===== src/rtl/wide_add_sequencer_pkg.sv =====
// Shared definitions for the wide add/subtract sequencer: slice width,
// controller state encoding and the slice-count legality check.
package wide_add_sequencer_pkg;

    localparam int SLICE_W = 16;

    typedef enum logic [1:0] {
        IDLE = 2'b00,
        RUN  = 2'b01,
        DONE = 2'b10
    } state_t;

    // The sequencer supports between 2 and 8 slices of SLICE_W bits.
    function automatic bit words_legal(input int words);
        return (words >= 2) && (words <= 8);
    endfunction

endpackage


===== src/rtl/wide_add_sequencer_if.sv =====
// Start/busy/done handshake plus operand and result bus of the sequencer.
interface wide_add_sequencer_if
    import wide_add_sequencer_pkg::*;
#(
    parameter int WORDS = 4
);
    localparam int W = SLICE_W * WORDS;

    logic         start;
    logic         sub;
    logic [W-1:0] opA;
    logic [W-1:0] opB;
    logic         ready;
    logic         busy;
    logic         done;
    logic [W-1:0] result;
    logic         cout;
    logic         ovf;

    modport master (
        output start, sub, opA, opB,
        input  ready, busy, done, result, cout, ovf
    );

    modport slave (
        input  start, sub, opA, opB,
        output ready, busy, done, result, cout, ovf
    );

endinterface


===== src/rtl/wide_add_sequencer_carry_lookahead16.sv =====
// 16-bit carry-lookahead adder: four 4-bit lookahead groups joined by a
// second lookahead level over the group generate/propagate terms.
module carry_lookahead16 (
    input  logic [15:0] i_a,
    input  logic [15:0] i_b,
    input  logic        i_cin,
    output logic [15:0] o_sum,
    output logic        o_cout
);
    logic [15:0] w_p;
    logic [15:0] w_g;
    logic [3:0]  w_gg;
    logic [3:0]  w_gp;
    logic [4:0]  w_gc;
    logic [15:0] w_c;

    // Bit and group generate/propagate terms.
    always_comb begin
        w_p  = i_a ^ i_b;
        w_g  = i_a & i_b;
        w_gg = 4'b0000;
        w_gp = 4'b0000;
        for (int j = 0; j < 4; j++) begin
            w_gg[j] = w_g[4*j+3]
                    | (w_p[4*j+3] & w_g[4*j+2])
                    | (w_p[4*j+3] & w_p[4*j+2] & w_g[4*j+1])
                    | (w_p[4*j+3] & w_p[4*j+2] & w_p[4*j+1] & w_g[4*j]);
            w_gp[j] = &w_p[4*j +: 4];
        end
    end

    // Second-level lookahead produces every group carry directly from Cin.
    assign w_gc[0] = i_cin;
    assign w_gc[1] = w_gg[0] | (w_gp[0] & i_cin);
    assign w_gc[2] = w_gg[1] | (w_gp[1] & w_gg[0]) | (w_gp[1] & w_gp[0] & i_cin);
    assign w_gc[3] = w_gg[2] | (w_gp[2] & w_gg[1]) | (w_gp[2] & w_gp[1] & w_gg[0])
                   | (w_gp[2] & w_gp[1] & w_gp[0] & i_cin);
    assign w_gc[4] = w_gg[3] | (w_gp[3] & w_gg[2]) | (w_gp[3] & w_gp[2] & w_gg[1])
                   | (w_gp[3] & w_gp[2] & w_gp[1] & w_gg[0])
                   | (w_gp[3] & w_gp[2] & w_gp[1] & w_gp[0] & i_cin);

    // Per-bit carries inside each group, expanded from that group's carry-in.
    always_comb begin
        w_c = 16'h0000;
        for (int j = 0; j < 4; j++) begin
            w_c[4*j]   = w_gc[j];
            w_c[4*j+1] = w_g[4*j] | (w_p[4*j] & w_gc[j]);
            w_c[4*j+2] = w_g[4*j+1] | (w_p[4*j+1] & w_g[4*j])
                       | (w_p[4*j+1] & w_p[4*j] & w_gc[j]);
            w_c[4*j+3] = w_g[4*j+2] | (w_p[4*j+2] & w_g[4*j+1])
                       | (w_p[4*j+2] & w_p[4*j+1] & w_g[4*j])
                       | (w_p[4*j+2] & w_p[4*j+1] & w_p[4*j] & w_gc[j]);
        end
    end

    assign o_sum  = w_p ^ w_c;
    assign o_cout = w_gc[4];

endmodule


===== src/rtl/wide_add_sequencer.sv =====
// Multi-cycle W-bit add/subtract: one 16-bit slice per clock through a
// single shared carry_lookahead16, LSB slice first, carry held between slices.
module wide_add_sequencer
    import wide_add_sequencer_pkg::*;
#(
    parameter int WORDS = 4
) (
    input  logic                clk,
    input  logic                rst,
    wide_add_sequencer_if.slave bus
);
    localparam int W     = SLICE_W * WORDS;
    localparam int IDX_W = $clog2(WORDS);

    if (!words_legal(WORDS)) begin : g_words_illegal
        $error("wide_add_sequencer: WORDS must lie in 2..8");
    end

    state_t             r_state;
    logic [IDX_W-1:0]   r_idx;
    logic               r_carry;
    logic [W-1:0]       r_a;
    logic [W-1:0]       r_b;
    logic [W-1:0]       r_result;
    logic               r_cout;
    logic               r_ovf;
    logic               r_done;
    logic               r_busy;
    logic               r_ready;

    logic [SLICE_W-1:0] w_a_slice;
    logic [SLICE_W-1:0] w_b_slice;
    logic [SLICE_W-1:0] w_sum;
    logic               w_cout;
    logic               w_last;
    logic               w_ovf;

    // Slice mux: present the current operand slice pair to the shared adder.
    always_comb begin
        w_a_slice = r_a[int'(r_idx)*SLICE_W +: SLICE_W];
        w_b_slice = r_b[int'(r_idx)*SLICE_W +: SLICE_W];
    end

    carry_lookahead16 u_slice_adder (
        .i_a    (w_a_slice),
        .i_b    (w_b_slice),
        .i_cin  (r_carry),
        .o_sum  (w_sum),
        .o_cout (w_cout)
    );

    // b_r already holds ~opB for subtract, so this is the usual signed test.
    assign w_last = (r_idx == IDX_W'(WORDS - 1));
    assign w_ovf  = (r_a[W-1] == r_b[W-1]) && (w_sum[SLICE_W-1] != r_a[W-1]);

    // Controller: operand capture, slice stepping, carry chaining and flags.
    always_ff @(posedge clk or posedge rst) begin
        if (rst) begin
            r_state  <= IDLE;
            r_idx    <= '0;
            r_carry  <= 1'b0;
            r_a      <= '0;
            r_b      <= '0;
            r_result <= '0;
            r_cout   <= 1'b0;
            r_ovf    <= 1'b0;
            r_done   <= 1'b0;
            r_busy   <= 1'b0;
            r_ready  <= 1'b1;
        end else begin
            case (r_state)
                IDLE: begin
                    r_done <= 1'b0;
                    if (bus.start) begin
                        r_a     <= bus.opA;
                        r_b     <= bus.sub ? ~bus.opB : bus.opB;
                        r_carry <= bus.sub;
                        r_idx   <= '0;
                        r_busy  <= 1'b1;
                        r_ready <= 1'b0;
                        r_state <= RUN;
                    end else begin
                        r_busy  <= 1'b0;
                        r_ready <= 1'b1;
                    end
                end
                RUN: begin
                    r_result[int'(r_idx)*SLICE_W +: SLICE_W] <= w_sum;
                    r_carry <= w_cout;
                    if (w_last) begin
                        r_cout  <= w_cout;
                        r_ovf   <= w_ovf;
                        r_idx   <= '0;
                        r_done  <= 1'b1;
                        r_state <= DONE;
                    end else begin
                        r_idx   <= r_idx + IDX_W'(1);
                    end
                end
                DONE: begin
                    r_done  <= 1'b0;
                    r_busy  <= 1'b0;
                    r_ready <= 1'b1;
                    r_state <= IDLE;
                end
                default: begin
                    r_idx   <= '0;
                    r_done  <= 1'b0;
                    r_busy  <= 1'b0;
                    r_ready <= 1'b1;
                    r_state <= IDLE;
                end
            endcase
        end
    end

    assign bus.ready  = r_ready;
    assign bus.busy   = r_busy;
    assign bus.done   = r_done;
    assign bus.result = r_result;
    assign bus.cout   = r_cout;
    assign bus.ovf    = r_ovf;

endmodule

===== src/flat_wrapper.sv =====
// flat-port wrapper written by rule: the top's interface ports become plain ports
module wide_add_sequencer_flat import wide_add_sequencer_pkg::*;
#(
    parameter int WORDS = 4
)
  (clk, rst, bus_start, bus_sub, bus_opA, bus_opB, bus_ready, bus_busy, bus_done, bus_result, bus_cout, bus_ovf);
  wide_add_sequencer_if #(.WORDS(WORDS)) bus_i ();
  input  logic clk;
  input  logic rst;
  input wire logic [$bits(bus_i.start)-1:0] bus_start;
  input wire logic [$bits(bus_i.sub)-1:0] bus_sub;
  input wire logic [$bits(bus_i.opA)-1:0] bus_opA;
  input wire logic [$bits(bus_i.opB)-1:0] bus_opB;
  output wire logic [$bits(bus_i.ready)-1:0] bus_ready;
  output wire logic [$bits(bus_i.busy)-1:0] bus_busy;
  output wire logic [$bits(bus_i.done)-1:0] bus_done;
  output wire logic [$bits(bus_i.result)-1:0] bus_result;
  output wire logic [$bits(bus_i.cout)-1:0] bus_cout;
  output wire logic [$bits(bus_i.ovf)-1:0] bus_ovf;
  assign bus_i.start = bus_start;
  assign bus_i.sub = bus_sub;
  assign bus_i.opA = bus_opA;
  assign bus_i.opB = bus_opB;
  assign bus_ready = bus_i.ready;
  assign bus_busy = bus_i.busy;
  assign bus_done = bus_i.done;
  assign bus_result = bus_i.result;
  assign bus_cout = bus_i.cout;
  assign bus_ovf = bus_i.ovf;
  wide_add_sequencer #(.WORDS(WORDS)) u_core (.clk(clk), .rst(rst), .bus(bus_i));
endmodule

===== config.mk =====
export PLATFORM = sky130hd
export DESIGN_NAME = wide_add_sequencer_flat
export DESIGN_NICKNAME = d
export VERILOG_FILES = /design/src/rtl/wide_add_sequencer_pkg.sv /design/src/rtl/wide_add_sequencer_if.sv /design/src/rtl/wide_add_sequencer_carry_lookahead16.sv /design/src/rtl/wide_add_sequencer.sv /design/src/flat_wrapper.sv
export SDC_FILE = /design/constraint.sdc
export NUM_CORES = 1
export LEC_CHECK = 0
export ABC_AREA = 1
export CAP_MARGIN = 10
export CELL_PAD_IN_SITES_DETAIL_PLACEMENT = 1
export CELL_PAD_IN_SITES_GLOBAL_PLACEMENT = 1
export CORE_ASPECT_RATIO = 2
export CORE_MARGIN = 10
export CORE_UTILIZATION = 35
export DETAILED_ROUTE_END_ITERATION = 16
export PLACE_DENSITY_LB_ADDON = 0.1
export SLEW_MARGIN = 20
export SYNTH_ARGS = -nofsm -noshare
export SYNTH_HDL_FRONTEND = slang
export SYNTH_HIERARCHICAL = 1
export SYNTH_SLANG_ARGS = --single-unit

===== constraint.sdc =====
create_clock -name clk -period 8.13 [get_ports clk]
set_input_delay 1.626 -clock clk [delete_from_list [all_inputs] [get_ports clk]]
set_output_delay 1.626 -clock clk [all_outputs]
set_load 0.01 [all_outputs]

==> results.tsv <==
metric	value	unit
status	finished, final reports clean	
Worst slew margin	22.8	%
routed len/inst	18.7	um
synthesized net count	1453	
Power Total	6.09	mW
CTS tree	built	
footprint of the multi-input gates	4670	um2
Pint	3.21	mW
compound-cell area share of the yosys netlist	9.12	%
busiest grt layer	met2	
layout cells sized above 1	4.24	%
top cell type by total area after synthesis	dfrtp_1	
Setup crit end kind	flop	
ANT cells	0	
sequence of cells on the critical path	clkinv_2, buf_4, nand2_1, o211ai_1, nand2_1, ha_1, nand2_1, nand2_1, nand2_1, nand2_1, a21oi_1, nand2_2, fa_1, xor2_1, inv_1, nor3_1, nand2_1, nand2_1	
DRT iter0 DRCs	414	
post-DP HPWL	25600	um
GRT met3 Usage	2.69	%
fin util	44.8	%
global routing usage on met2	34.8	%
register area	5060	um2
Post-synth top cells	476 x nand2_1, 201 x dfrtp_1, 87 x nor2_1, 82 x o21ai_0, 78 x inv_1	
WP data required	8.57	ns
Synth area leaders	dfrtp_1 48%, nand2_1 17%, xnor2_1 5.5%	
Die ar.	37600	um2
root buf cell	clkbuf_16	
simple-gate portion of the synthesized area	26.1	%
CTS buffer count	20	
first-pass GRT wire length	53800	um
Synth Area in XOR/XNOR	5.96	%
#FFs+latches synth	202	
# setup viols final	0	
mean post-synth cell area	8.06	um2
CTS resizes	0	
vias per cell	4.84	
Pleak	6.46	nW
RSZ-0062 raised after global routing	false	
crit path kind	reg2reg	
CP Max Fanout	53	
clk buf depth	3	
CTS Hold Bufs	0	
TritonRoute pass-1 iters	4	
fillers	3502	
Final TNS setup	0	ns
met1 usage in global routing	18.9	%
Mapped Cells	1295	
ANT nets after route	0	
Synth cell types	35	
largest family of logic cells by synthesized area	simple AND/OR/NAND/NOR gates	
Clock Skews	0.0116	ns
Vias	8836	
Non-Filler Instances	1825	
Chip Height	264	um
GRT Total Usage	18.0	%
Max stage delay on crit path	0.54	ns
sequential fraction of the synthesis area	48.4	%
Tcrit/Tclk final	49.3	%
htree depth	1	
achievable frequency	0.249	GHz
gpl congestion	0.831	
total core area	29500	um2
Nets	1605	
Clock Sinks	202	
mux share of post-synthesis cell area	0	%
sw frac	47.2	%
hold depth	2	
max-slew violation count	0	
Initial Utilization	35.4	%
initial antenna violation count	0	
yosys warns	6	
final hold violations	0	
Sw Pwr	2.88	mW
# port buffers	200	
Combinational Power Share	56.2	%
Yosys top cell area share	48.2	%
cell with the most instances after synthesis	nand2_1	
Worst-Margin Slew	1.15	ns
Synth Cell Area	10400	um2
cell mode on critical path	nand2_1	
vias in the first global route	9620	
Die X	142	um
maximum VDD drop	0.000213	V
ys async rst share	100	%
clock network fraction of total power	15.7	%
final wirelength	34200	um
clk_lat worst skew	0.51	ns
top_reg_cell synth	dfrtp_1	
PwrDens	460	nW/um2
total gr overflow	0	
Adder-Cell Fraction of Synth Area	3.40	%
max cap viols	0	
Final min period	4.01	ns
WP data arrival	4.45	ns
Post-synth EDFFs	0	
Rows	89	
Area Growth Syn to Fin	26.7	%
largest net degree at the start of global routing	133	
number of cells on the worst reg-to-reg path	18	
Clock Pin Slew Worst Setup and Hold Paths	0.07	ns
# DRC	0	
I/O pin count	201	
Worst Hold Class	reg2reg	
setup bufs post-CTS	0	
total placed cells including tap cells	1789	
slowest stage cell, crit path	buf_4	
Seq pwr share	28.1	%
type of origin of the critical path	flop	
worst hold slack	0.469	ns
## worst paths after layout
path                                 startpoint               endpoint  slack [ns]
worst max-delay path            u_core/r_idx[0]  u_core/bus.result[61]        4.12
worst min-delay path              u_core/r_a[4]          u_core/r_a[4]        0.47
max in group asynchronous                   rst          u_core/r_a[2]        4.84
worst max register to register  u_core/r_idx[0]  u_core/bus.result[61]        4.12
worst min register to register    u_core/r_a[4]          u_core/r_a[4]        0.47
min in group asynchronous                   rst  u_core/bus.result[23]        1.71
## registers in the layout, indices dropped and copies added, names as in the netlist
| register | flops |
|---|---|
| u_core/bus.busy | 1 |
| u_core/r_carry | 1 |
| u_core/bus.cout | 1 |
| u_core/r_idx | 2 |
| u_core/bus.ovf | 1 |
| u_core/bus.done | 1 |
| u_core/bus.ready | 1 |
| u_core/bus.result | 64 |
| u_core/r_b | 64 |
| u_core/r_state | 2 |
| u_core/r_a | 64 |
## per-layer routing
layer / routed length (um) / share of wire (%)
met1: 12600 / 37
met3: 1230 / 3.6
met2: 19400 / 57
met4: 858 / 2.5
met5: 0 / 0
## cells in the final DEF (no fill, tap or decap), types with 2 or more instances in the layout
cell type | Yosys | routed
inv_2 | 2 | 2
and2_1 | 2 | 2
clkbuf_1 | 32 | 5
clkbuf_8 | 0 | 5
o21ai_0 | 82 | 82
clkdlybuf4s50_1 | 0 | 198
nand3_1 | 74 | 74
nand3_2 | 3 | 3
nor3_1 | 16 | 16
clkbuf_16 | 0 | 21
xor2_1 | 5 | 5
nor2_4 | 5 | 5
a31oi_1 | 2 | 2
nor2_1 | 87 | 87
xnor2_1 | 66 | 66
dfrtp_1 | 201 | 200
inv_1 | 78 | 76
fa_1 | 4 | 4
a21oi_1 | 9 | 9
o21a_1 | 16 | 16
ha_1 | 22 | 22
clkinv_2 | 0 | 3
o211ai_1 | 32 | 32
o21ai_1 | 20 | 20
buf_4 | 5 | 9
nand2_2 | 5 | 4
nand2_1 | 476 | 476
## power groups by stage
stage / sequential, mW / clock [mW] / combinational [mW]
after detailed placement: 1.73 / 0 / 3.46
final: 1.71 / 0.955 / 3.42
after CTS: 1.72 / 0.982 / 3.48
after global routing: 1.77 / 1.03 / 3.88
after floorplan: 1.71 / 0 / 2.23
after global placement: 1.72 / 0 / 3.38
## area by class of cell
| cell class | instances | share of cell area [%] |
|---|---|---|
| Inverter | 80 | 2.34 |
| Tap cell | 364 | 3.44 |
| Sequential cell | 202 | 38.2 |
| Timing Repair Buffer | 209 | 15.6 |
| Clock inverter | 5 | 0.426 |
| Multi-Input combinational cell | 934 | 35.3 |
| Clock buffer | 31 | 4.64 |
## cells by family (layout without fill, tap and decap cells)
group                    count (synthesis)  count (layout)
XOR/XNOR                                71              71
AO/OA/AOI/OAI                          164             164
AND/OR/NAND/NOR                        673             673
flip-flops                             202             202
buffers and inverters                  159             325
adder cells (fa/ha/maj)                 26              26
## critical path: cells and delay by family, from the launching register on
family,cells,cell delay [ns]
AND/OR/NAND/NOR,10,1.10
flip-flops,1,0.40
AO/OA/AOI/OAI,2,0.36
XOR/XNOR,1,0.26
buffers and inverters,3,1.00
adder cells (fa/ha/maj),2,0.79
## through the flow
step,instance area [um2],setup slack [ns]
2_1_floorplan,10400,0.995
3_3_place_gp,12600,4.19
3_5_place_dp,12600,4.18
4_1_cts,13200,4.13
5_1_grt,13200,3.76
6_report,13200,4.12
(Power assumes the default switching activity.)
